===== src/rtl/db_sense_ctrl_if.sv =====
// -----------------------------------------------------------------------------
// db_sense_ctrl_if
//   Status/control bundle between the slow-control logic and one daughterboard
//   SENSE sequencer (db_sense_ctrl).
//
//   Signals
//     enable_i    : scanning enable (slow control -> sequencer)
//     scan_req_i  : single-cycle request for an immediate scan
//     busy_o      : scan in progress
//     scan_done_o : one-cycle pulse when a sample has been taken
//     present_o   : debounced daughterboard-present flag
//     changed_o   : one-cycle pulse when present_o toggles
//
//   Modports
//     master : slow-control side (drives enable/request, reads status)
//     slave  : sequencer side
// -----------------------------------------------------------------------------
`default_nettype none

interface db_sense_ctrl_if;
  logic enable_i;
  logic scan_req_i;
  logic busy_o;
  logic scan_done_o;
  logic present_o;
  logic changed_o;

  modport master (
    output enable_i,
    output scan_req_i,
    input  busy_o,
    input  scan_done_o,
    input  present_o,
    input  changed_o
  );

  modport slave (
    input  enable_i,
    input  scan_req_i,
    output busy_o,
    output scan_done_o,
    output present_o,
    output changed_o
  );
endinterface

`default_nettype wire


===== src/rtl/db_sense_ctrl.sv =====
// -----------------------------------------------------------------------------
// db_sense_ctrl
//   Sequences the daughterboard SENSE pad of one slot. SENSE sits on a shared
//   net that is weakly pulled up when no board is fitted and pulled down by a
//   fitted board. Periodically (or on request) the pad is released, left to
//   settle, sampled through a 2-FF synchronizer and the sample is debounced
//   into a stable present flag with a change pulse.
//
//   Build option
//     DB_SENSE_PRECHARGE_EN : when defined, every scan first drives SENSE high
//                             for PRECHARGE_CYCLES cycles before releasing it,
//                             so a present board has to actively pull the net
//                             low (residual charge cannot fake a board).
//                             When undefined, sense_o/sense_oe_o are tied 0
//                             and a scan goes straight to the settle phase.
//
//   Parameters
//     SCAN_PERIOD      : cycles spent idle between automatic scans (>=2)
//     SETTLE_CYCLES    : cycles the pad floats before sampling (>=3)
//     DEBOUNCE         : consecutive disagreeing samples to flip present (>=1)
//     PRECHARGE_CYCLES : cycles SENSE is driven high (option only, >=1)
//
//   Ports
//     clk_i      : system clock
//     rst_n_i    : asynchronous active-low reset
//     ctl        : status/control bundle (db_sense_ctrl_if.slave)
//     sense_i    : pad input from the IOBUF (asynchronous)
//     sense_o    : pad output value
//     sense_oe_o : pad output enable, 1 = FPGA drives
// -----------------------------------------------------------------------------
`default_nettype none

module db_sense_ctrl #(
  parameter int unsigned SCAN_PERIOD      = 1000,
  parameter int unsigned SETTLE_CYCLES    = 16,
  parameter int unsigned DEBOUNCE         = 3,
  parameter int unsigned PRECHARGE_CYCLES = 4
) (
  input  wire logic      clk_i,
  input  wire logic      rst_n_i,
  db_sense_ctrl_if.slave ctl,
  input  wire logic      sense_i,
  output logic           sense_o,
  output logic           sense_oe_o
);

  // ---------------------------------------------------------------------------
  // Widths and constants
  // ---------------------------------------------------------------------------
  localparam int unsigned PER_W   = $clog2(SCAN_PERIOD);
  // One phase timer serves both precharge and settle, sized for the longer one.
  localparam int unsigned TMR_MAX = (SETTLE_CYCLES > PRECHARGE_CYCLES) ?
                                    SETTLE_CYCLES : PRECHARGE_CYCLES;
  localparam int unsigned TMR_W   = $clog2(TMR_MAX);
  localparam int unsigned DBC_W   = $clog2(DEBOUNCE + 1);

  localparam logic [PER_W-1:0] PER_RELOAD  = PER_W'(SCAN_PERIOD - 1);
  localparam logic [PER_W-1:0] PER_ZERO    = PER_W'(0);
  localparam logic [PER_W-1:0] PER_ONE     = PER_W'(1);
  localparam logic [TMR_W-1:0] SETTLE_LOAD = TMR_W'(SETTLE_CYCLES - 1);
  localparam logic [TMR_W-1:0] TMR_ZERO    = TMR_W'(0);
  localparam logic [TMR_W-1:0] TMR_ONE     = TMR_W'(1);
  localparam logic [DBC_W-1:0] DBC_ZERO    = DBC_W'(0);
  localparam logic [DBC_W-1:0] DBC_ONE     = DBC_W'(1);
  // Count value at which the next disagreeing sample flips present_o.
  localparam logic [DBC_W-1:0] DBC_LAST    = DBC_W'(DEBOUNCE - 1);

  typedef enum logic [1:0] {
    ST_IDLE   = 2'd0,
`ifdef DB_SENSE_PRECHARGE_EN
    ST_PRECHG = 2'd1,
`endif
    ST_SETTLE = 2'd2,
    ST_SAMPLE = 2'd3
  } state_e;

  // First busy state of a scan and the timer value that goes with it.
`ifdef DB_SENSE_PRECHARGE_EN
  localparam logic [TMR_W-1:0] PRE_LOAD   = TMR_W'(PRECHARGE_CYCLES - 1);
  localparam state_e           ST_FIRST   = ST_PRECHG;
  localparam logic [TMR_W-1:0] FIRST_LOAD = PRE_LOAD;
`else
  localparam state_e           ST_FIRST   = ST_SETTLE;
  localparam logic [TMR_W-1:0] FIRST_LOAD = SETTLE_LOAD;
`endif

  // ---------------------------------------------------------------------------
  // Declarations
  // ---------------------------------------------------------------------------
  state_e           state_r;
  state_e           state_nxt_s;
  logic [TMR_W-1:0] tmr_r;
  logic [TMR_W-1:0] tmr_nxt_s;

  logic             sense_meta_r;
  logic             sense_sync_r;
  logic             sense_s;

  logic [PER_W-1:0] per_cnt_r;
  logic [PER_W-1:0] per_cnt_nxt_s;
  logic             pend_r;
  logic             pend_nxt_s;
  logic [DBC_W-1:0] dbc_r;
  logic [DBC_W-1:0] dbc_nxt_s;
  logic             present_r;
  logic             present_nxt_s;
  logic             changed_r;
  logic             changed_nxt_s;

  logic             busy_r;
  logic             busy_nxt_s;
  logic             done_r;
  logic             done_nxt_s;

  logic             start_s;
  logic             sample_s;
  logic             sample_p_s;

  // ---------------------------------------------------------------------------
  // Decoded events
  // ---------------------------------------------------------------------------
  // Period expiry and a request in the same cycle collapse into this one start.
  assign start_s    = (state_r == ST_IDLE) && ctl.enable_i &&
                      ((per_cnt_r == PER_ZERO) || ctl.scan_req_i || pend_r);
  // A sample only counts when the scan was not aborted in its last cycle.
  assign sample_s   = (state_r == ST_SAMPLE) && ctl.enable_i;
  // A low pad means a board is pulling the net down.
  assign sample_p_s = ~sense_s;
  assign sense_s    = sense_sync_r;

  // ---------------------------------------------------------------------------
  // Pad synchronizer
  // ---------------------------------------------------------------------------
  // Two-flop synchronizer for the asynchronous pad; resets to "absent" (high).
  always_ff @(posedge clk_i or negedge rst_n_i) begin
    if (!rst_n_i) begin
      sense_meta_r <= 1'b1;
      sense_sync_r <= 1'b1;
    end else begin
      sense_meta_r <= sense_i;
      sense_sync_r <= sense_meta_r;
    end
  end

  // ---------------------------------------------------------------------------
  // Scan sequencer FSM
  // ---------------------------------------------------------------------------
  // State register and phase timer.
  always_ff @(posedge clk_i or negedge rst_n_i) begin
    if (!rst_n_i) begin
      state_r <= ST_IDLE;
      tmr_r   <= TMR_ZERO;
    end else begin
      state_r <= state_nxt_s;
      tmr_r   <= tmr_nxt_s;
    end
  end

  // Next-state logic; dropping enable_i in any busy state aborts to IDLE.
  always_comb begin
    state_nxt_s = state_r;
    tmr_nxt_s   = tmr_r;
    case (state_r)
      ST_IDLE: begin
        if (start_s) begin
          state_nxt_s = ST_FIRST;
          tmr_nxt_s   = FIRST_LOAD;
        end else begin
          state_nxt_s = ST_IDLE;
          tmr_nxt_s   = TMR_ZERO;
        end
      end
`ifdef DB_SENSE_PRECHARGE_EN
      ST_PRECHG: begin
        if (!ctl.enable_i) begin
          state_nxt_s = ST_IDLE;
          tmr_nxt_s   = TMR_ZERO;
        end else if (tmr_r == TMR_ZERO) begin
          state_nxt_s = ST_SETTLE;
          tmr_nxt_s   = SETTLE_LOAD;
        end else begin
          state_nxt_s = ST_PRECHG;
          tmr_nxt_s   = tmr_r - TMR_ONE;
        end
      end
`endif
      ST_SETTLE: begin
        if (!ctl.enable_i) begin
          state_nxt_s = ST_IDLE;
          tmr_nxt_s   = TMR_ZERO;
        end else if (tmr_r == TMR_ZERO) begin
          state_nxt_s = ST_SAMPLE;
          tmr_nxt_s   = TMR_ZERO;
        end else begin
          state_nxt_s = ST_SETTLE;
          tmr_nxt_s   = tmr_r - TMR_ONE;
        end
      end
      ST_SAMPLE: begin
        state_nxt_s = ST_IDLE;
        tmr_nxt_s   = TMR_ZERO;
      end
      default: begin
        state_nxt_s = ST_IDLE;
        tmr_nxt_s   = TMR_ZERO;
      end
    endcase
  end

  // Output decode from the next state so the registered outputs line up with it.
  always_comb begin
    busy_nxt_s = (state_nxt_s != ST_IDLE);
    done_nxt_s = sample_s;
  end

  // Registered status outputs.
  always_ff @(posedge clk_i or negedge rst_n_i) begin
    if (!rst_n_i) begin
      busy_r <= 1'b0;
      done_r <= 1'b0;
    end else begin
      busy_r <= busy_nxt_s;
      done_r <= done_nxt_s;
    end
  end

`ifdef DB_SENSE_PRECHARGE_EN
  logic sense_oe_r;
  logic sense_oe_nxt_s;

  // The pad is driven only while precharging, never while the pull settles.
  always_comb begin
    sense_oe_nxt_s = (state_nxt_s == ST_PRECHG);
  end

  // Registered pad drive; the async reset releases the pad immediately.
  always_ff @(posedge clk_i or negedge rst_n_i) begin
    if (!rst_n_i) begin
      sense_oe_r <= 1'b0;
    end else begin
      sense_oe_r <= sense_oe_nxt_s;
    end
  end

  // Precharge always drives a high level, so the value follows the enable.
  assign sense_oe_o = sense_oe_r;
  assign sense_o    = sense_oe_r;
`else
  assign sense_oe_o = 1'b0;
  assign sense_o    = 1'b0;
`endif

  // ---------------------------------------------------------------------------
  // Period counter, pending request and debounce
  // ---------------------------------------------------------------------------
  // Next values of the scan bookkeeping and the debounce filter.
  always_comb begin
    per_cnt_nxt_s = per_cnt_r;
    pend_nxt_s    = pend_r;
    dbc_nxt_s     = dbc_r;
    present_nxt_s = present_r;
    changed_nxt_s = 1'b0;

    // Disabled (idle or aborting) holds the counter at reload, so re-enabling
    // always restarts a full period.
    if (!ctl.enable_i) begin
      per_cnt_nxt_s = PER_RELOAD;
    end else if (state_r == ST_IDLE) begin
      if (start_s) begin
        per_cnt_nxt_s = per_cnt_r;
      end else begin
        per_cnt_nxt_s = per_cnt_r - PER_ONE;
      end
    end else if (sample_s) begin
      per_cnt_nxt_s = PER_RELOAD;
    end else begin
      per_cnt_nxt_s = per_cnt_r;
    end

    // The pending flag is consumed when the scan it asks for starts; a
    // request arriving during a scan survives its completion so the follow-up
    // scan leaves IDLE after a single cycle.
    if (!ctl.enable_i) begin
      pend_nxt_s = 1'b0;
    end else if (state_r == ST_IDLE) begin
      pend_nxt_s = 1'b0;
    end else if (ctl.scan_req_i) begin
      pend_nxt_s = 1'b1;
    end else begin
      pend_nxt_s = pend_r;
    end

    // Debounce: agreement clears the count; the DEBOUNCE-th consecutive
    // disagreement flips present and clears, so the count never wraps.
    if (sample_s) begin
      if (sample_p_s == present_r) begin
        dbc_nxt_s = DBC_ZERO;
      end else if (dbc_r >= DBC_LAST) begin
        dbc_nxt_s     = DBC_ZERO;
        present_nxt_s = sample_p_s;
        changed_nxt_s = 1'b1;
      end else begin
        dbc_nxt_s = dbc_r + DBC_ONE;
      end
    end else begin
      dbc_nxt_s = dbc_r;
    end
  end

  // Scan bookkeeping and debounce state registers.
  always_ff @(posedge clk_i or negedge rst_n_i) begin
    if (!rst_n_i) begin
      per_cnt_r <= PER_RELOAD;
      pend_r    <= 1'b0;
      dbc_r     <= DBC_ZERO;
      present_r <= 1'b0;
      changed_r <= 1'b0;
    end else begin
      per_cnt_r <= per_cnt_nxt_s;
      pend_r    <= pend_nxt_s;
      dbc_r     <= dbc_nxt_s;
      present_r <= present_nxt_s;
      changed_r <= changed_nxt_s;
    end
  end

  assign ctl.busy_o      = busy_r;
  assign ctl.scan_done_o = done_r;
  assign ctl.present_o   = present_r;
  assign ctl.changed_o   = changed_r;

endmodule

`default_nettype wire


===== src/flat_wrapper.sv =====
// flat-port wrapper written by rule: the top's interface ports become plain ports
module db_sense_ctrl_flat 
#(
  parameter int unsigned SCAN_PERIOD      = 1000,
  parameter int unsigned SETTLE_CYCLES    = 16,
  parameter int unsigned DEBOUNCE         = 3,
  parameter int unsigned PRECHARGE_CYCLES = 4
)
  (clk_i, rst_n_i, sense_i, sense_o, sense_oe_o, ctl_enable_i, ctl_scan_req_i, ctl_busy_o, ctl_scan_done_o, ctl_present_o, ctl_changed_o);
  db_sense_ctrl_if ctl_i ();
  input  wire logic clk_i;
  input  wire logic rst_n_i;
  input  wire logic sense_i;
  output logic sense_o;
  output logic sense_oe_o;
  input wire logic [$bits(ctl_i.enable_i)-1:0] ctl_enable_i;
  input wire logic [$bits(ctl_i.scan_req_i)-1:0] ctl_scan_req_i;
  output wire logic [$bits(ctl_i.busy_o)-1:0] ctl_busy_o;
  output wire logic [$bits(ctl_i.scan_done_o)-1:0] ctl_scan_done_o;
  output wire logic [$bits(ctl_i.present_o)-1:0] ctl_present_o;
  output wire logic [$bits(ctl_i.changed_o)-1:0] ctl_changed_o;
  assign ctl_i.enable_i = ctl_enable_i;
  assign ctl_i.scan_req_i = ctl_scan_req_i;
  assign ctl_busy_o = ctl_i.busy_o;
  assign ctl_scan_done_o = ctl_i.scan_done_o;
  assign ctl_present_o = ctl_i.present_o;
  assign ctl_changed_o = ctl_i.changed_o;
  db_sense_ctrl #(.SCAN_PERIOD(SCAN_PERIOD), .SETTLE_CYCLES(SETTLE_CYCLES), .DEBOUNCE(DEBOUNCE), .PRECHARGE_CYCLES(PRECHARGE_CYCLES)) u_core (.clk_i(clk_i), .rst_n_i(rst_n_i), .ctl(ctl_i), .sense_i(sense_i), .sense_o(sense_o), .sense_oe_o(sense_oe_o));
endmodule

===== config.mk =====
export PLATFORM = sky130hd
export DESIGN_NAME = db_sense_ctrl_flat
export DESIGN_NICKNAME = d
export VERILOG_FILES = /design/src/rtl/db_sense_ctrl_if.sv /design/src/rtl/db_sense_ctrl.sv /design/src/flat_wrapper.sv
export SDC_FILE = /design/constraint.sdc
export NUM_CORES = 1
export LEC_CHECK = 0
export ABC_AREA = 1
export CAP_MARGIN = 0
export CORE_UTILIZATION = 55
export CTS_BUF_LIST = sky130_fd_sc_hd__clkbuf_4 sky130_fd_sc_hd__clkbuf_8 sky130_fd_sc_hd__clkbuf_16
export DETAILED_ROUTE_END_ITERATION = 8
export PLACE_DENSITY = 0.76
export SLEW_MARGIN = 20
export SYNTH_ARGS = -nofsm -noshare
export SYNTH_HDL_FRONTEND = slang
export SYNTH_SLANG_ARGS = --single-unit

===== constraint.sdc =====
create_clock -name clk_i -period 2.66 [get_ports clk_i]
set_input_delay 0.532 -clock clk_i [delete_from_list [all_inputs] [get_ports clk_i]]
set_output_delay 0.532 -clock clk_i [all_outputs]
set_load 0.01 [all_outputs]

== Word-level counts from Yosys, hierarchy flattened ==
Index checks and enable logic that the tools add are counted.

* Memories kept: 0
* Word-level logic and storage cells: 54
* Memory bits (writable): 0
* Bits in read-only memories: 0
* Latch bits: 0
* Input bits: 5
* Output and inout bits: 6
* Bits in registers: 25

* Magnitude comparators: 1
* Equality and inequality tests: 6
* Multipliers: 0
* Div/mod/pow operators: 0
* Bitwise logic cells: 2
* Reduce and logical (&&, ||, !) cells: 11
* Shift operators: 0
* Add/sub/neg operators: 3
* Multiplexer cells: 20

{| class="wikitable"
|+ Operators with widths
! kind !! count
|-
| $mux 10 || 4
|-
| $mux 4 || 3
|-
| $logic_not 10->1 || 1
|-
| $sub 10x1->10 const B || 1
|-
| $mux 2 || 4
|-
| $pmux 4 s2 || 1
|-
| $mux 1 || 7
|-
| $ne 3x1->1 const B || 2
|-
| $eq 2x2->1 const B || 2
|-
| $logic_not 4->1 || 1
|-
| $pmux 2 s2 || 1
|-
| $sub 4x1->4 const B || 1
|-
| $logic_and 1x1->1 || 3
|-
| $ne 3x3->1 const B || 1
|-
| $reduce_and 3->1 || 1
|-
| $add 2x1->2 const B || 1
|-
| $ge 2x2->1 const B || 1
|-
| $logic_not 2->1 || 1
|-
| $logic_or 1x1->1 || 2
|-
| $not 1->1 || 2
|-
| $reduce_and 2->1 || 1
|-
| $reduce_bool 2->1 || 1
|-
| $eq 1x1->1 || 1
|}

== Depth between registers and ports, before layout ==
* Word-level depth: 7
* Gate-level depth with buffers: 11

== Worst setup path before layout ==
Ideal clock, no wire load.

* Kind: reg-to-reg
* Start: register u_core.per_cnt_r[0]
* End: register u_core.per_cnt_r[6]
* Data required time: 2.582 ns
* Arrival time: 1.546 ns
* Library setup time: 0.078 ns
* Setup slack: 1.036 ns
* Clock period less this slack: 1.624 ns
* Cell stages (with the launch flop): 12
* Cell sequence: dfstp_2 > inv_1 > ha_1 > nand2_2 > nor2_4 > nand3_4 > nand2_4 > nand2_8 > nand2_8 > buf_12 > nand2_2 > o21ai_2

* Word-level cells in the longest chain between the ends: 6

{| class="wikitable"
|+ Ends and longest elaborated chain
! item !! RTL line !! source
|-
| start, declared || db_sense_ctrl.sv:99 || <nowiki>logic [PER_W-1:0] per_cnt_r;</nowiki>
|-
| start signal, assigned || db_sense_ctrl.sv:319 || <nowiki>per_cnt_r <= per_cnt_nxt_s;</nowiki>
|-
| branches (longest 6 deep; another with $sub 10x1->10) || -- ||
|}

Several ways; the timed one is not identified. The select of a mux whose other input is x is not followed.
A chain may end at the register's enable or synchronous reset.

== Worst setup path in the final report ==
* Start: register u_core.present_r, in the netlist u_core.ctl.present_o
* End: output port ctl_present_o

{| class="wikitable"
|+ RTL lines
! item !! RTL line !! source
|-
| start, declared || db_sense_ctrl.sv:105 || <nowiki>logic present_r;</nowiki>
|-
| start signal, assigned || db_sense_ctrl.sv:322 || <nowiki>present_r <= present_nxt_s;</nowiki>
|-
| end, declared || flat_wrapper.sv:20 || <nowiki>output wire logic [$bits(ctl_i.present_o)-1:0] ctl_present_o;</nowiki>
|}

No word-level cell between the ends.

==> run_results.csv <==
group,metric,value,unit
power_and_ir_drop,power_density,730,nW/µm²
finish,drive_gt1_share,23.4,%
finish,nets,184,
setup_path,end_kind,"primary output",
yosys,synthArstFlopShare,100,%
cts,cts_resized,0,
route,wl_per_cell,11.7,µm
grt,antenna_found_initial,0,
yosys,synth_area,1420,µm²
setup_path,slowest_stage,"clkdlybuf4s50_1",
grt,grt_first_pass_wirelength,4180,µm
yosys,yosysSeqAreaShare,45.0,%
timing,finalCriticalPeriod,1.80,ns
power_and_ir_drop,p_leak,0.727,nW
cts,root_buffer,"clkbuf_4",
die,pin_count,11,
route,vias_per_cell,5.08,
yosys,yosys_warnings,0,
power_and_ir_drop,vdd_ir_drop_max,0.000660,V
placed_design,portBuffers,8,
route,wl,2400,µm
route,ant_nets,0,
route,vias,1042,
die,rows,18,
die,dieArea,2790,µm²
die,die_y,52.8,µm
cts,cts_buffer_depth,2,
route,drt_iter0_drc,16,
cts,h-tree-depth,1,
yosys,syn_inst,165,
setup_path,slowest_delay,0.56,ns
grt,track_usage,20.5,%
timing,skew,0.00160,ns
timing,fmax,556,MHz
route,first_pass_iters,4,
setup_path,crit_chain,"clkdlybuf4s50_1",
run_status,status,"finished, final reports clean",
cts,cts_tree,"yes",
die,die_x,52.8,µm
placed_design,hpwl,1830,µm
finish,diodes,0,
setup_path,crit_fanout,3,
yosys,synth_ff_type,"dfrtp_1",
setup_path,cp.arrival,1.27,ns
yosys,synth_top_area_share,26.5,%
timing,finalSetupTns,0,ns
setup_path,critPathKind,"reg2out",
setup_path,path_buf_inv,1,
yosys,synth_edf_count,0,
flow_run,maxCapViolations,0,
yosys,synth_area_leader_cell,"dfrtp_1",
yosys,synth_seq_cells,25,
setup_path,crit_family,"buffers and inverters",
die,start_util,57.8,%
placed_design,dpl_cell_area,1510,µm²
timing,setup_viol,0,
setup_path,reg2reg_slack,0.87,ns
cts,cts_setup_buffers,0,
cts,clk_latency,0.31,ns
cts,clock-sinks,25,
placed_design,place.gp.congestion,0.899,
timing,rsz0062_at_grt,"no",
setup_path,crit_required,2.13,ns
timing,slew_viol_final,0,
finish,design_area,1540,µm²
timing,hold_viol_final,0,
grt,grt_pass1_vias,995,
yosys,synth.most_common_cell,"nand2_1",
cts,ctsHoldBuffers,0,
yosys,yosysUniqueCellTypes,30,
route,drc,0,
yosys,synth_area_leaders,"dfrtp_1, dfstp_2, nand2_1, nor2_1, inv_1",
die,coreArea,2450,µm²
timing,period_share,67.6,%
grt,grt_max_degree,26,
grt,grt.overflow.total,0,
cts,cts_made_buffers,3,
yosys,avgSynthCellArea,8.60,µm²
finish,area_delta_synth_final,8.38,%
cts,clk_pin_slew,0.13,ns
hold_path,hold_class,"reg2reg",
timing,holdWs,0.368,ns
setup_path,critPathLaunchType,"flip-flop",
yosys,synth_commonest_cells,"nand2_1, nor2_1, inv_1",
## routing by layer
metal	part of all wire, %	wire [µm]	vias up	track usage (%)
met5	0	0	-	0
met4	2.7	65	0	8.33
met2	48	1160	24	34.2
met3	3.4	82	7	3.77
li1	-	-	538	-
met1	45	1090	473	25.8
## worst paths after layout
kind / to / startpoint / cells past startpoint
max: ctl_present_o / u_core.ctl.present_o$_DFFE_PN0P_ / 1
min: u_core.sense_s$_DFF_PN1_ / u_core.sense_meta_r$_DFF_PN1_ / 0
max reg2reg: u_core.per_cnt_r[9]$_DFFE_PN1P_ / u_core.per_cnt_r[0]$_DFFE_PN1P_ / 11
min reg2reg: u_core.sense_s$_DFF_PN1_ / u_core.sense_meta_r$_DFF_PN1_ / 0
max in group asynchronous: u_core.per_cnt_r[0]$_DFFE_PN1P_ / rst_n_i / 2
min in group asynchronous: u_core.per_cnt_r[3]$_DFFE_PN0P_ / rst_n_i / 2
## through the flow
step                std cells  setup WS, ns  utilization (%)  power, mW
floorplan                 166          1.04                -      0.869
global placement          201         0.698             61.4      0.936
detailed placement        201         0.626             61.4      0.957
CTS                       205         0.851             62.6       1.13
global route              205         0.706             62.6       1.21
finish                    205         0.862             62.6       1.12
## cells by family (layout without fill, tap and decap cells)
logic type,after synthesis,in the layout,share of synthesized area (%)
simple gates,88,88,33.3
buf+inv,29,38,9.61
flops,25,25,45.0
compound gates,17,17,7.94
fa+ha+maj,3,3,2.65
xor+xnor,2,2,1.23
other cells,1,2,0.264
## final cells by class
cell class | instances | area, µm²
Tap cell | 30 | 37.5
Sequential cell | 25 | 638
Clock buffer | 4 | 30.0
Inverter | 25 | 96.3
Multi-Input combinational cell | 112 | 648
Fill cell | 211 | 917
Timing Repair Buffer | 9 | 87.6
## report_power, final
group | internal [mW] | total, mW | switching [mW]
Combinational | 0.144 | 0.373 | 0.230
Clock | 0.0689 | 0.177 | 0.108
Sequential | 0.492 | 0.572 | 0.0798
Total | 0.704 | 1.12 | 0.417
## layout by cell type (no fill, tap or decap), types with 2 or more instances in the layout
| cell | n |
|---|---|
| ha_1 | 3 |
| dfstp_2 | 10 |
| o21ai_2 | 5 |
| a21oi_2 | 2 |
| clkbuf_4 | 4 |
| o21ai_0 | 7 |
| inv_2 | 3 |
| nor2_4 | 3 |
| nor3_1 | 3 |
| clkdlybuf4s50_1 | 8 |
| nand2_1 | 32 |
| nand3_1 | 9 |
| dfrtp_1 | 15 |
| nand4_1 | 6 |
| nand2_8 | 2 |
| conb_1 | 2 |
| nor2_1 | 22 |
| nand2_2 | 7 |
| inv_1 | 21 |
## flip-flops by register name, summed over array words and instances, names as in the netlist
register	flops
u_core.sense_meta_r	1
u_core.ctl.present_o	1
u_core.dbc_r	2
u_core.state_r	2
u_core.per_cnt_r	10
u_core.ctl.scan_done_o	1
u_core.pend_r	1
u_core.ctl.busy_o	1
u_core.tmr_r	4
u_core.sense_s	1
u_core.ctl.changed_o	1
(Power assumes the default switching activity.)
